### src/rtl/matrix_frame_buffer.sv
// ============================================================================
// matrix_frame_buffer : double-buffered 8x8 LED frame store, swaps banks only
//                       on a scan frame boundary. Optional FB_MIN_HOLD_EN
//                       enforces a minimum display time per committed image.
// Revision 1.0 - initial release
// ============================================================================
`default_nettype none

module matrix_frame_buffer #(
  parameter int         HOLD_FRAMES = 4,
  parameter logic [7:0] BLANK_BYTE  = 8'hFF
) (
  input  logic        clk,
  input  logic        reset,
  input  logic        wr_en,
  input  logic [2:0]  wr_col,
  input  logic [7:0]  wr_data,
  input  logic        commit,
  output logic        wr_ready,
  input  logic        frame_tick,
  output logic [63:0] frame,
  output logic        swap_pulse,
  output logic        dirty
);

  localparam logic [63:0] c_BLANK = {8{BLANK_BYTE}};

  typedef enum logic [0:0] {
    ST_IDLE    = 1'b0,
    ST_PENDING = 1'b1
  } state_t;

  state_t      r_state;
  logic [63:0] r_bank0;
  logic [63:0] r_bank1;
  logic        r_front_sel;
  logic [63:0] r_frame;
  logic        r_swap_pulse;
  logic        r_dirty;

  logic [63:0] w_back;
  logic [63:0] w_back_wr;
  logic        w_write;
  logic        w_hold_ok;
  logic        w_swap;

  assign w_back  = r_front_sel ? r_bank0 : r_bank1;
  assign w_write = (r_state == ST_IDLE) && wr_en;
  assign w_swap  = (r_state == ST_PENDING) && frame_tick && w_hold_ok;

  // Column 0 occupies the most significant byte.
  always_comb begin
    w_back_wr = w_back;
    for (int c = 0; c < 8; c++) begin
      if (wr_col == 3'(c))
        w_back_wr[63-8*c -: 8] = wr_data;
    end
  end

`ifdef FB_MIN_HOLD_EN
  localparam int               c_HCW  = $clog2(HOLD_FRAMES + 1);
  localparam logic [c_HCW-1:0] c_HOLD = c_HCW'(HOLD_FRAMES);

  logic [c_HCW-1:0] r_hold_cnt;

  assign w_hold_ok = (r_hold_cnt == c_HOLD);

  // Starts saturated so the first commit after reset is not delayed.
  always_ff @(posedge clk or negedge reset) begin
    if (!reset)
      r_hold_cnt <= c_HOLD;
    else if (w_swap)
      r_hold_cnt <= '0;
    else if (frame_tick && (r_hold_cnt != c_HOLD))
      r_hold_cnt <= r_hold_cnt + 1'b1;
  end
`else
  // No minimum hold: always permitted (HOLD_FRAMES is legal by construction).
  assign w_hold_ok = (HOLD_FRAMES >= 1);
`endif

  always_ff @(posedge clk or negedge reset) begin
    if (!reset) begin
      r_state      <= ST_IDLE;
      r_bank0      <= c_BLANK;
      r_bank1      <= c_BLANK;
      r_front_sel  <= 1'b0;
      r_frame      <= c_BLANK;
      r_swap_pulse <= 1'b0;
      r_dirty      <= 1'b0;
    end else begin
      r_swap_pulse <= w_swap;
      case (r_state)
        ST_IDLE: begin
          if (w_write) begin
            if (r_front_sel) r_bank0 <= w_back_wr;
            else             r_bank1 <= w_back_wr;
            r_dirty <= 1'b1;
          end
          if (commit)
            r_state <= ST_PENDING;
        end
        ST_PENDING: begin
          if (w_swap) begin
            // Old front bank becomes the new back bank, preloaded with the
            // image now on display so later writes are incremental edits.
            if (r_front_sel) r_bank1 <= r_bank0;
            else             r_bank0 <= r_bank1;
            r_front_sel <= ~r_front_sel;
            r_frame     <= w_back;
            r_dirty     <= 1'b0;
            r_state     <= ST_IDLE;
          end
        end
        default: r_state <= ST_IDLE;
      endcase
    end
  end

  assign wr_ready   = (r_state == ST_IDLE);
  assign frame      = r_frame;
  assign swap_pulse = r_swap_pulse;
  assign dirty      = r_dirty;

endmodule

`default_nettype wire
### config.mk
export PLATFORM = sky130hd
export DESIGN_NAME = matrix_frame_buffer
export DESIGN_NICKNAME = d
export VERILOG_FILES = /design/src/rtl/matrix_frame_buffer.sv
export SDC_FILE = /design/constraint.sdc
export NUM_CORES = 1
export LEC_CHECK = 0
export BUFFER_PORTS_ARGS = -buffer_cell sky130_fd_sc_hd__buf_2
export CAP_MARGIN = 20
export CORE_ASPECT_RATIO = 1.25
export CORE_MARGIN = 2
export CORE_UTILIZATION = 55
export DETAILED_ROUTE_END_ITERATION = 6
export PLACE_DENSITY_LB_ADDON = 0.2
export SYNTH_ARGS = -nofsm -noshare
export SYNTH_HDL_FRONTEND = slang
export SYNTH_SLANG_ARGS = --single-unit
### constraint.sdc
create_clock -name clk -period 3.8 [get_ports clk]
set_clock_uncertainty 0.15 [all_clocks]
set_input_delay 1.14 -clock clk [delete_from_list [all_inputs] [get_ports clk]]
set_output_delay 1.14 -clock clk [all_outputs]
set_load 0.01 [all_outputs]
==> Yosys cells after proc, flatten, opt, wreduce, memory -nomap -nowiden <==
Index checks and enable logic that the tools add are counted.
{ "classes": {"n_eq_ne": 11, "div": 0, "muxes": 22, "n_addsub": 0, "order_cmp": 0, "n_reduce_logical": 7, "shifts": 0, "bitwise_logic": 2, "n_mul": 0} }
{ "op_table": {"columns": ["cell", "n"], "rows": [
  ["64-bit two-way mux", 6],
  ["64-bit case mux with 2 select lines", 2],
  ["8-bit two-way mux", 8],
  ["3-bit equality test, second input constant", 4],
  ["3-bit by 2-bit equality test with 1-bit output, second input constant", 2],
  ["2-bit by 1-bit inequality test with 1-bit output, second input constant", 3],
  ["3-bit AND reduction", 2],
  ["1-bit two-way mux", 4],
  ["1-bit case mux with 2 select lines", 2],
  ["2-bit AND reduction", 2],
  ["3-bit by 1-bit equality test with 1-bit output, second input constant", 1],
  ["3-bit logical NOT", 1],
  ["1-bit logical AND", 2],
  ["2-bit inequality test, second input constant", 1],
  ["1-bit NOT", 2]
]} }
{ "word_totals": {"in_bits": 16, "ramBits": 0, "regBits": 196, "latchBits": 0, "rom_bits": 0, "memories": 0} }

==> Depth between registers and ports, before layout <==
Gate-level depths: netlist of run 1.
{ "depth": {"depth_word": 5, "depth_mapped": 8} }

==> Worst setup path before layout of run 1 <==
OpenSTA, ideal clock, no wires.
{ "synth_path": {"path_type": "input to register", "start": "input port wr_col[2]", "end": "register r_bank0[56]", "path_slack_ns": 1.292, "arrival_ns": 2.277, "t_required_ns": 3.569, "setup_time_ns": 0.081, "n_path_buf": 2, "cell_stages": 5, "path_cell_list": "or4_1 -> buf_2 -> a22o_1 -> buf_2 -> o2bb2ai_1"} }
{ "synth_via": {"elab_chain_cells": 5} }
{ "synth_lines": {"columns": ["element", "line_no", "text"], "rows": [
  ["start, declared", "16", "input logic [2:0] wr_col,"],
  ["3-bit logical NOT", "55", "if (wr_col == 3'(c))"],
  ["8-bit two-way mux", "55", null],
  ["64-bit two-way mux", "96", "if (r_front_sel) r_bank0 <= w_back_wr;"],
  ["64-bit two-way mux", "95", "if (w_write) begin"],
  ["64-bit case mux with 2 select lines", "93", "case (r_state)"],
  ["end signal, assigned", "85", "r_bank0 <= c_BLANK;"],
  ["end signal, assigned", "96", null],
  ["end signal, assigned", "108", "else r_bank0 <= r_bank1;"],
  ["end, declared", "34", "logic [63:0] r_bank0;"]
]} }
No other way between the ends. The select of a mux whose other input is x is not followed.
A chain may end at the register's enable or synchronous reset.

==> Worst setup path in the final report of run 1 <==
{ "layout_path": {"start": "register r_state", "end": "output port wr_ready"} }
{ "layout_via": {"elab_chain_cells": 1} }
{ "layout_lines": {"columns": ["element", "line_no", "text"], "rows": [
  ["start, declared", "33", "state_t r_state;"],
  ["start signal, assigned", "84", "r_state <= ST_IDLE;"],
  ["start signal, assigned", "101", "r_state <= ST_PENDING;"],
  ["start signal, assigned", "112", "r_state <= ST_IDLE;"],
  ["1-bit NOT", null, null],
  ["end, declared", "19", "output logic wr_ready,"]
]} }
No other way between the ends.

==> flow_summary_export.csv, run 1 <==
group,metric,value,unit
run_status,outcome,"finished clean",
cts,clk_pin_slew,0.07,ns
route,drc,0,
logic_synthesis,avgSynthCellArea,10.52,µm²
placement,globalplace.congestion,0.7773,
logic_synthesis,async_flop_share,100.0,%
cells_and_area,seq_area,5149,µm²
worst_setup_path,cp.arrival,1.33,ns
cts,cts_buffers,17,
logic_synthesis,yosys.area.top_type_share,51.10,%
grt,grt_pass1_wl,36830,µm
cts,cts_resized,0,
floorplan,initial_utilization,56.41,%
cells_and_area,multiInputGateArea,4124,µm²
route,vias,6946,
floorplan,ioPinCount,83,
sta,hold_violations,0,
sta,layout_min_cycle_time,2.620,ns
logic_synthesis,synth-edff-count,0,
logic_synthesis,yosysWarnings,0,
run,maxCapViolations,0,
cts,cts_root_buf,"clkbuf_16",
cts,hold_buffers,0,
logic_synthesis,syn_inst,938,
worst_setup_path,critPathCaptureType,"output pin",
power_and_ir_drop,p_switching,3.128,mW
cells_and_area,fin_nets,997,
grt,antenna_found_initial,0,
logic_synthesis,netlist.top_cell.by_area,"dfstp_2",
sta,setup_viol,0,
logic_synthesis,synth-seq-cells,196,
logic_synthesis,ys_top_cells_by_count,"192 x dfstp_2, 123 x nand2_1, 120 x mux2i_1, 65 x o21ai_0, 65 x o22ai_1",
power_and_ir_drop,ir_drop,0.0004399,V
sta,max_freq,381.7,MHz
sta,min_period_over_period,68.94,%
cells_and_area,fillers,1479,
grt,grt_max_degree,99,
logic_synthesis,yosysUniqueCellTypes,30,
grt,grt_util_all_layers,24.91,%
placement,io_buffers,82,
cts,clock-sinks,196,
route,drtAntennaViolNets,0,
logic_synthesis,synth-seq-area-share,52.12,%
cells_and_area,antenna_cells,0,
placement,hpwl,13600,µm
cells_and_area,syn2layout_area_growth,10.84,%
power_and_ir_drop,power,9.349,mW
power_and_ir_drop,power_density,854.4,nW/µm²
cts,cts_setup_buffers,0,
floorplan,dieArea,19040,µm²
cts,cts_tree,"yes",
worst_setup_path,max_stage_delay,0.61,ns
cells_and_area,layout-drive-gt1-share,33.50,%
sta,rsz0062_at_grt,"no",
power_and_ir_drop,power.share.clock,19.2,%
power_and_ir_drop,pwr-share-comb,33.9,%
logic_synthesis,yosys-top-cells-area,"dfstp_2 51%, mux2i_1 12%, o2bb2ai_1 5.7%",
route,drt-vias-per-instance,5.703,
logic_synthesis,netlist_area,9872,µm²
floorplan,die_h,153.8,µm
worst_setup_path,crit_type,"register to output pin",
floorplan,rows,54,
power_and_ir_drop,power.internal,6.220,mW
route,drtIter0Drc,482,
min_path,hp-class,"register to register",
worst_setup_path,path_cells,"inv_1, buf_2",
worst_setup_path,path_max_fanout,14,
floorplan,fp.dieW,123.8,µm
route,routed_wl,22320,µm
sta,tns,0,ns
route,first_pass_iters,5,
cts,htreeDepth,4,
worst_setup_path,worstPathRequired,2.51,ns
power_and_ir_drop,p_seq_share,46.9,%
power_and_ir_drop,p_sw_share,33.46,%
logic_synthesis,synthFlopType,"dfstp_2",
cts,cts_max_path_buffers,2,
sta,maxSlewHeadroom,36.25,%
sta,worst_pin_slew,0.9562,ns
floorplan,core_area,17500,µm²
power_and_ir_drop,leakagePower,5.205,nW
worst_setup_path,start_kind,"register",
sta,slew_viol_final,0,
logic_synthesis,synth_nets,954,
grt,grt_overflow_total,0,
cts,clk-insertion-delay-late,0.44,ns
logic_synthesis,yosysMostFrequentCell,"dfstp_2",
route,wire_per_inst,18.33,µm
worst_setup_path,crit_slowest_cell,"dfrtp_1",
grt,grt_pass1_vias,6925,
==> power by group through the flow <==
stage                     Sequential, mW  Clock (mW)  Combinational (mW)
final                               4.38        1.80                3.17
after global routing                4.53        1.92                3.57
after CTS                           4.38        1.83                3.20
after detailed placement            4.41           0                3.19
after global placement              4.36           0                3.11
after floorplan                     4.41           0                2.22
==> worst paths after layout <==
check | cells after the start | end | slack (ns) | start
max in group asynchronous | 2 | r_bank1[17] | 2.04 | reset
min | 2 | frame[1] | 0.30 | frame[1]
min reg2reg | 2 | frame[1] | 0.30 | frame[1]
min in group asynchronous | 1 | swap_pulse | 0.57 | reset
max | 2 | wr_ready | 1.18 | r_state
max reg2reg | 3 | r_bank0[21] | 1.27 | r_front_sel
==> kinds of logic after synthesis <==
family	share of synthesized area [%]
XOR/XNOR	0.08874
AO/OA/AOI/OAI	16.00
AND/OR/NAND/NOR	13.42
buffers and inverters	6.210
flip-flops	52.12
multiplexers	12.17
==> layout make-up <==
| type | count | area share [%] |
|---|---|---|
| sequential | 196 | 47.06 |
| multi-input combinational | 604 | 37.69 |
| timing repair buffer | 102 | 5.317 |
| clock buffer | 19 | 3.957 |
| tap | 224 | 2.561 |
| inverter | 60 | 2.058 |
| clock inverter | 13 | 1.361 |
==> per-layer routing <==
layer	track usage (%)	part of all wire, %	up-vias
li1	-	-	3343
met3	4.859	4.0	19
met2	39.09	48	142
met5	0	0	-
met4	5.519	0.99	0
met1	35.85	47	3442
==> registers in the layout, summed over array words and instances (netlist names) <==
register     cells
frame           64
r_bank1         64
swap_pulse       1
r_state          1
r_front_sel      1
dirty            1
r_bank0         64
==> stage by stage <==
| step | setup WS [ns] | utilization (%) | area, µm² | hold WS (ns) | cells |
|---|---|---|---|---|---|
| 4_1_cts | 1.177 | 62.53 | 10940 | 0.3029 | 1218 |
| 6_report | 1.180 | 62.53 | 10940 | 0.2993 | 1218 |
| 5_1_grt | 1.052 | 62.53 | 10940 | 0.3110 | 1218 |
| 3_5_place_dp | 0.8434 | 59.20 | 10360 | 0.2921 | 1186 |
| 3_3_place_gp | 0.8803 | 59.20 | 10360 | 0.2894 | 1186 |
| 2_1_floorplan | 1.292 | - | 9872 | 0.3102 | 938 |
==> layout by cell type, fill, tap and decap left out, types with 17 or more instances in the layout <==
| cell type | Yosys | final |
|---|---|---|
| and2_1 | 58 | 56 |
| buf_2 | 28 | 81 |
| buf_4 | 0 | 19 |
| clkbuf_16 | 0 | 17 |
| dfstp_2 | 192 | 192 |
| inv_1 | 59 | 59 |
| mux2i_1 | 120 | 120 |
| nand2_1 | 123 | 122 |
| nor2b_1 | 64 | 64 |
| o21ai_0 | 65 | 65 |
| o22ai_1 | 65 | 65 |
| o2bb2ai_1 | 64 | 64 |
==> worst max-delay path: cells and delay by family (launching register included) <==
kind     cells  cell delay, ns
flops        1            0.61
buf+inv      2            0.28
(Power assumes the default switching activity.)
==> run 2, diff against run 1 <==
==> constraint.sdc (replaced) <==
create_clock -name clk -period 2.68 [get_ports clk]
set_clock_uncertainty 0.15 [all_clocks]
set_input_delay 0.804 -clock clk [delete_from_list [all_inputs] [get_ports clk]]
set_output_delay 0.804 -clock clk [all_outputs]
set_load 0.01 [all_outputs]
==> run 2 against run 1 <==
  * Non-clock buffer count up 11
  * Wire length is 0.34% higher
  * Sequential power increased by 41%
  * Via count is 1.6% higher
  * Sequential share of layout area decreased by 0.63 points
  * Register-to-register slack got worse by 0.90 ns
  * Die area unchanged
  * Critical path type is now register to register
==> flow_summary_export.csv, run 2 (same netlist as run 1, synthesis figures left out) <==
group,metric,value,unit
sta,worst_pin_slew,0.9917,ns
worst_setup_path,start_kind,"register",
route,vias,7058,
sta,rsz0062_at_grt,"no",
grt,grt_pass1_wl,37110,µm
floorplan,fp.dieW,123.8,µm
cts,clk-insertion-delay-late,0.44,ns
power_and_ir_drop,ir_drop,0.0005874,V
floorplan,ioPinCount,83,
cts,clk_pin_slew,0.07,ns
power_and_ir_drop,power_density,1205,nW/µm²
cells_and_area,antenna_cells,0,
min_path,hp-class,"input pin to asynchronous set/reset pin",
worst_setup_path,path_max_fanout,51,
floorplan,core_area,17500,µm²
run,maxCapViolations,0,
placement,place_area,10490,µm²
route,drtAntennaViolNets,0,
cells_and_area,mostFrequentLayoutCells,"192 x dfstp_2, 122 x nand2_1, 120 x mux2i_1, 81 x buf_2",
floorplan,initial_utilization,56.41,%
cells_and_area,syn2layout_area_growth,12.33,%
cts,cts_tree,"yes",
power_and_ir_drop,leakagePower,5.279,nW
worst_setup_path,worstPathRequired,2.89,ns
grt,grt_max_degree,105,
worst_setup_path,r2r_slack,0.37,ns
route,routed_wl,22400,µm
worst_setup_path,cp.arrival,2.52,ns
floorplan,dieArea,19040,µm²
cells_and_area,layout-drive-gt1-share,34.23,%
route,drc,0,
cells_and_area,layout_commonest_cell,"dfstp_2",
cells_and_area,final_cell_area,11090,µm²
placement,io_buffers,82,
sta,slew_viol_final,0,
sta,max_freq,432.8,MHz
sta,min_period_over_period,86.21,%
route,drtIter0Drc,491,
placement,hpwl,13640,µm
worst_setup_path,max_stage_delay,0.54,ns
sta,tns,0,ns
route,drt-vias-per-instance,5.743,
sta,hold_violations,0,
grt,antenna_found_initial,0,
cells_and_area,fin_nets,1008,
worst_setup_path,critPathCaptureType,"register",
placement,globalplace.congestion,0.7821,
sta,maxSlewHeadroom,33.89,%
cts,cts_buffers,17,
sta,layout_min_cycle_time,2.310,ns
worst_setup_path,crit_type,"register to register",
worst_setup_path,critPathTopFamily,"simple AND/OR/NAND/NOR gates",
cts,cts_root_buf,"clkbuf_16",
route,first_pass_iters,5,
cts,cts_resized,0,
grt,grt_util_all_layers,25.00,%
cts,hold_buffers,0,
floorplan,rows,54,
route,wire_per_inst,18.23,µm
worst_setup_path,crit_slowest_cell,"dfrtp_4",
grt,grt_pass1_vias,7217,
worst_setup_path,path_buf_inv,2,
cts,cts_max_path_buffers,2,
run_status,outcome,"finished clean",
worst_setup_path,path_cells,"buf_4, nand3b_1, and2_2, buf_12, o2bb2ai_1",
floorplan,die_h,153.8,µm
sta,setup_viol,0,
cts,htreeDepth,4,
cts,cts_setup_buffers,0,
cts,clock-sinks,196,
grt,grt_overflow_total,0,
[run 2: final cells by class]
cell class                      count  area, µm²
Tap cell                          224      280.3
Multi-Input combinational cell    604       4124
Sequential cell                   196       5149
Clock inverter                     10      122.6
Inverter                           60      225.2
Timing Repair Buffer              113      714.4
Clock buffer                       22      474.2
Fill cell                        1446       6410
[run 2: worst register-to-register path: cells and delay by family, from the launching register on]
family          cells  cell delay (ns)
simple gates        2             0.87
flops               1             0.54
buf+inv             2             0.50
compound gates      1             0.18
[run 2: path summary, 6_finish.rpt]
path / to / from / cells after the start
max: r_bank0[56] / r_front_sel / 5
min: swap_pulse / reset / 1
max reg2reg: r_bank0[56] / r_front_sel / 5
min reg2reg: frame[49] / frame[49] / 2
max in group asynchronous: r_bank1[62] / reset / 2
min in group clk: frame[49] / frame[49] / 2
[run 2: metal layers]
layer	global-route usage (%)	vias to the layer above	routed length [µm]
met5	0	-	0
met4	8.874	0	448
met3	4.266	35	826
met2	39.69	149	10800
met1	34.43	3513	10330
li1	-	3361	-
[run 2: power breakdown]
group	leakage (nW)	internal (mW)	switching (mW)
Combinational	2.95	2.07	2.55
Sequential	2.05	5.42	0.735
Clock	0.283	1.46	1.13
[run 2: metrics by stage]
stage	hold slack, ns	instances	utilization, %	total power [mW]	worst slack, ns
CTS	0.1617	1229	63.37	13.46	0.3745
finish	0.1585	1229	63.37	13.37	0.3696
global placement	0.2871	1197	59.96	10.66	0.2805
detailed placement	0.2925	1197	59.96	10.84	0.2635
global route	0.1907	1229	63.37	14.34	0.2557
floorplan	0.3102	938	-	9.411	0.5082
==> run 3, diff against run 2 <==
--- a/config.mk
+++ b/config.mk
@@ -10,6 +10,7 @@
 export CORE_ASPECT_RATIO = 1.25
 export CORE_MARGIN = 2
 export CORE_UTILIZATION = 55
+export CTS_BUF_LIST = sky130_fd_sc_hd__clkbuf_2
 export DETAILED_ROUTE_END_ITERATION = 6
 export PLACE_DENSITY_LB_ADDON = 0.2
 export SYNTH_ARGS = -nofsm -noshare
==> run 3 against run 2 <==
  * First-iteration DRC count decreased by 22%
  * Non-clock buffer count increased by 4
  * Clock power decreased by 45%
  * Highest routed layer unchanged
  * Global-route usage decreased by 0.28 points
  * Critical path type is now register to output pin
  * Largest power group unchanged
==> flow_summary_export.csv, run 3 (same netlist as run 1, synthesis figures left out) <==
group,metric,value,unit
grt,grt_pass1_vias,7097,
cells_and_area,fillers,1504,
run_status,outcome,"finished clean",
route,drtAntennaViolNets,0,
cts,clock-sinks,196,
placement,place_area,10490,µm²
cells_and_area,seq_area,5150,µm²
cells_and_area,final_core_util,61.49,%
worst_setup_path,crit_end,"frame[8]",
sta,layout_min_cycle_time,2.464,ns
cts,cts_root_buf,"clkbuf_2",
worst_setup_path,r2r_slack,0.28,ns
floorplan,die_h,153.8,µm
grt,grt_overflow_total,0,
route,vias,7048,
sta,worst_pin_slew,1.009,ns
cts,clk_pin_slew,0.29,ns
sta,rsz0062_at_grt,"no",
cts,htreeDepth,4,
placement,hpwl,13640,µm
sta,tns,0,ns
worst_setup_path,crit_slowest_cell,"dfstp_2",
route,drt-vias-per-instance,5.712,
worst_setup_path,worstPathRequired,1.73,ns
floorplan,ioPinCount,83,
run,maxCapViolations,0,
route,first_pass_iters,5,
sta,maxSlewHeadroom,32.75,%
worst_setup_path,max_stage_delay,0.60,ns
worst_setup_path,reg2reg_depth,5,
power_and_ir_drop,power_density,1133,nW/µm²
route,drc,0,
placement,io_buffers,82,
cells_and_area,final_cell_area,10760,µm²
worst_setup_path,timing.rr.start,"r_front_sel",
floorplan,core_area,17500,µm²
sta,hold_violations,0,
sta,max_freq,405.9,MHz
cells_and_area,fin_nets,1012,
cells_and_area,multiInputGateArea,4124,µm²
worst_setup_path,cp.arrival,1.51,ns
worst_setup_path,cp-startpoint,"frame[8]",
cts,cts_buffers,17,
route,wire_per_inst,18.05,µm
worst_setup_path,r2r_end,"r_bank0[56]",
worst_setup_path,crit_type,"register to output pin",
grt,grt_max_degree,105,
worst_setup_path,path_max_fanout,2,
min_path,hp-class,"input pin to register",
floorplan,initial_utilization,56.41,%
placement,globalplace.congestion,0.7821,
sta,holdWs,0.07533,ns
worst_setup_path,critPathCaptureType,"output pin",
floorplan,rows,54,
cells_and_area,layout-drive-gt1-share,34.29,%
cts,cts_max_path_buffers,2,
placement,place_inst,1197,
cells_and_area,mostFrequentLayoutCells,"192 x dfstp_2, 122 x nand2_1, 120 x mux2i_1, 81 x buf_2",
sta,setup_viol,0,
worst_setup_path,critPathTopFamily,"flip-flops",
route,drtIter0Drc,384,
grt,grt_pass1_wl,36820,µm
power_and_ir_drop,leakagePower,5.146,nW
cells_and_area,syn2layout_area_growth,8.999,%
sta,min_period_over_period,91.92,%
worst_setup_path,path_depth,1,
cts,cts_tree,"yes",
grt,antenna_found_initial,1,
cells_and_area,final_cells,1234,
worst_setup_path,path_buf_inv,1,
floorplan,fp.dieW,123.8,µm
worst_setup_path,path_cells,"buf_2",
grt,grt_util_all_layers,24.71,%
cts,clk-insertion-delay-late,0.79,ns
worst_setup_path,start_kind,"register",
power_and_ir_drop,ir_drop,0.0005419,V
route,routed_wl,22270,µm
cells_and_area,layout_commonest_cell,"dfstp_2",
floorplan,dieArea,19040,µm²
sta,slew_viol_final,0,
run 3: worst register-to-register path, cell delays in order (launching register included):
cell	delay [ns]
dfrtp_4	0.60
buf_4	0.29
nand3b_1	0.48
and2_2	0.44
buf_12	0.20
o2bb2ai_1	0.18
run 3: power breakdown:
part	internal (mW)	switching [mW]	leakage, nW
registers	5.40	0.727	2.05
clock network	0.430	1.00	0.133
logic	2.08	2.55	2.97
total	7.91	4.28	5.15
run 3: worst min path at each step:
stage / startpoint / end / cells after the start
2_1_floorplan: frame[0] / frame[0] / 2
4_1_cts: frame_tick / r_state / 2
6_report: frame_tick / r_state / 2
3_5_place_dp: frame[24] / frame[24] / 2
5_1_grt: frame_tick / dirty / 2
3_3_place_gp: frame[8] / frame[8] / 2
run 3: metrics by stage:
step,setup slack [ns],power (mW)
3_5_place_dp,0.2635,10.84
4_1_cts,0.06348,12.27
3_3_place_gp,0.2805,10.66
2_1_floorplan,0.5082,9.411
5_1_grt,0.09243,13.15
6_report,0.2165,12.19
run 3: timing repair:
item                                    CTS  global route
gates resized for setup                   1             0
endpoints found under the setup margin    1             1
pin swaps                                 0             0
gates cloned                              0             0
hold endpoints to repair                  5             0
setup buffers                             0             2
hold buffers                              2             0
run 3: per-layer routing:
layer	part of all wire, %	vias up	global-route usage [%]
met1	46	3524	34.52
met4	1.1	0	6.602
met5	0	-	0
met2	49	144	39.67
met3	3.9	20	4.377
li1	-	3360	-
run 3: cell type report:
class	count	share of cell area, %
multi-input combinational	604	38.33
inverter	60	2.093
timing repair buffer	117	6.965
antenna	1	0.02326
clock inverter	13	1.244
clock buffer	19	0.8837
sequential	196	47.86
tap	224	2.605
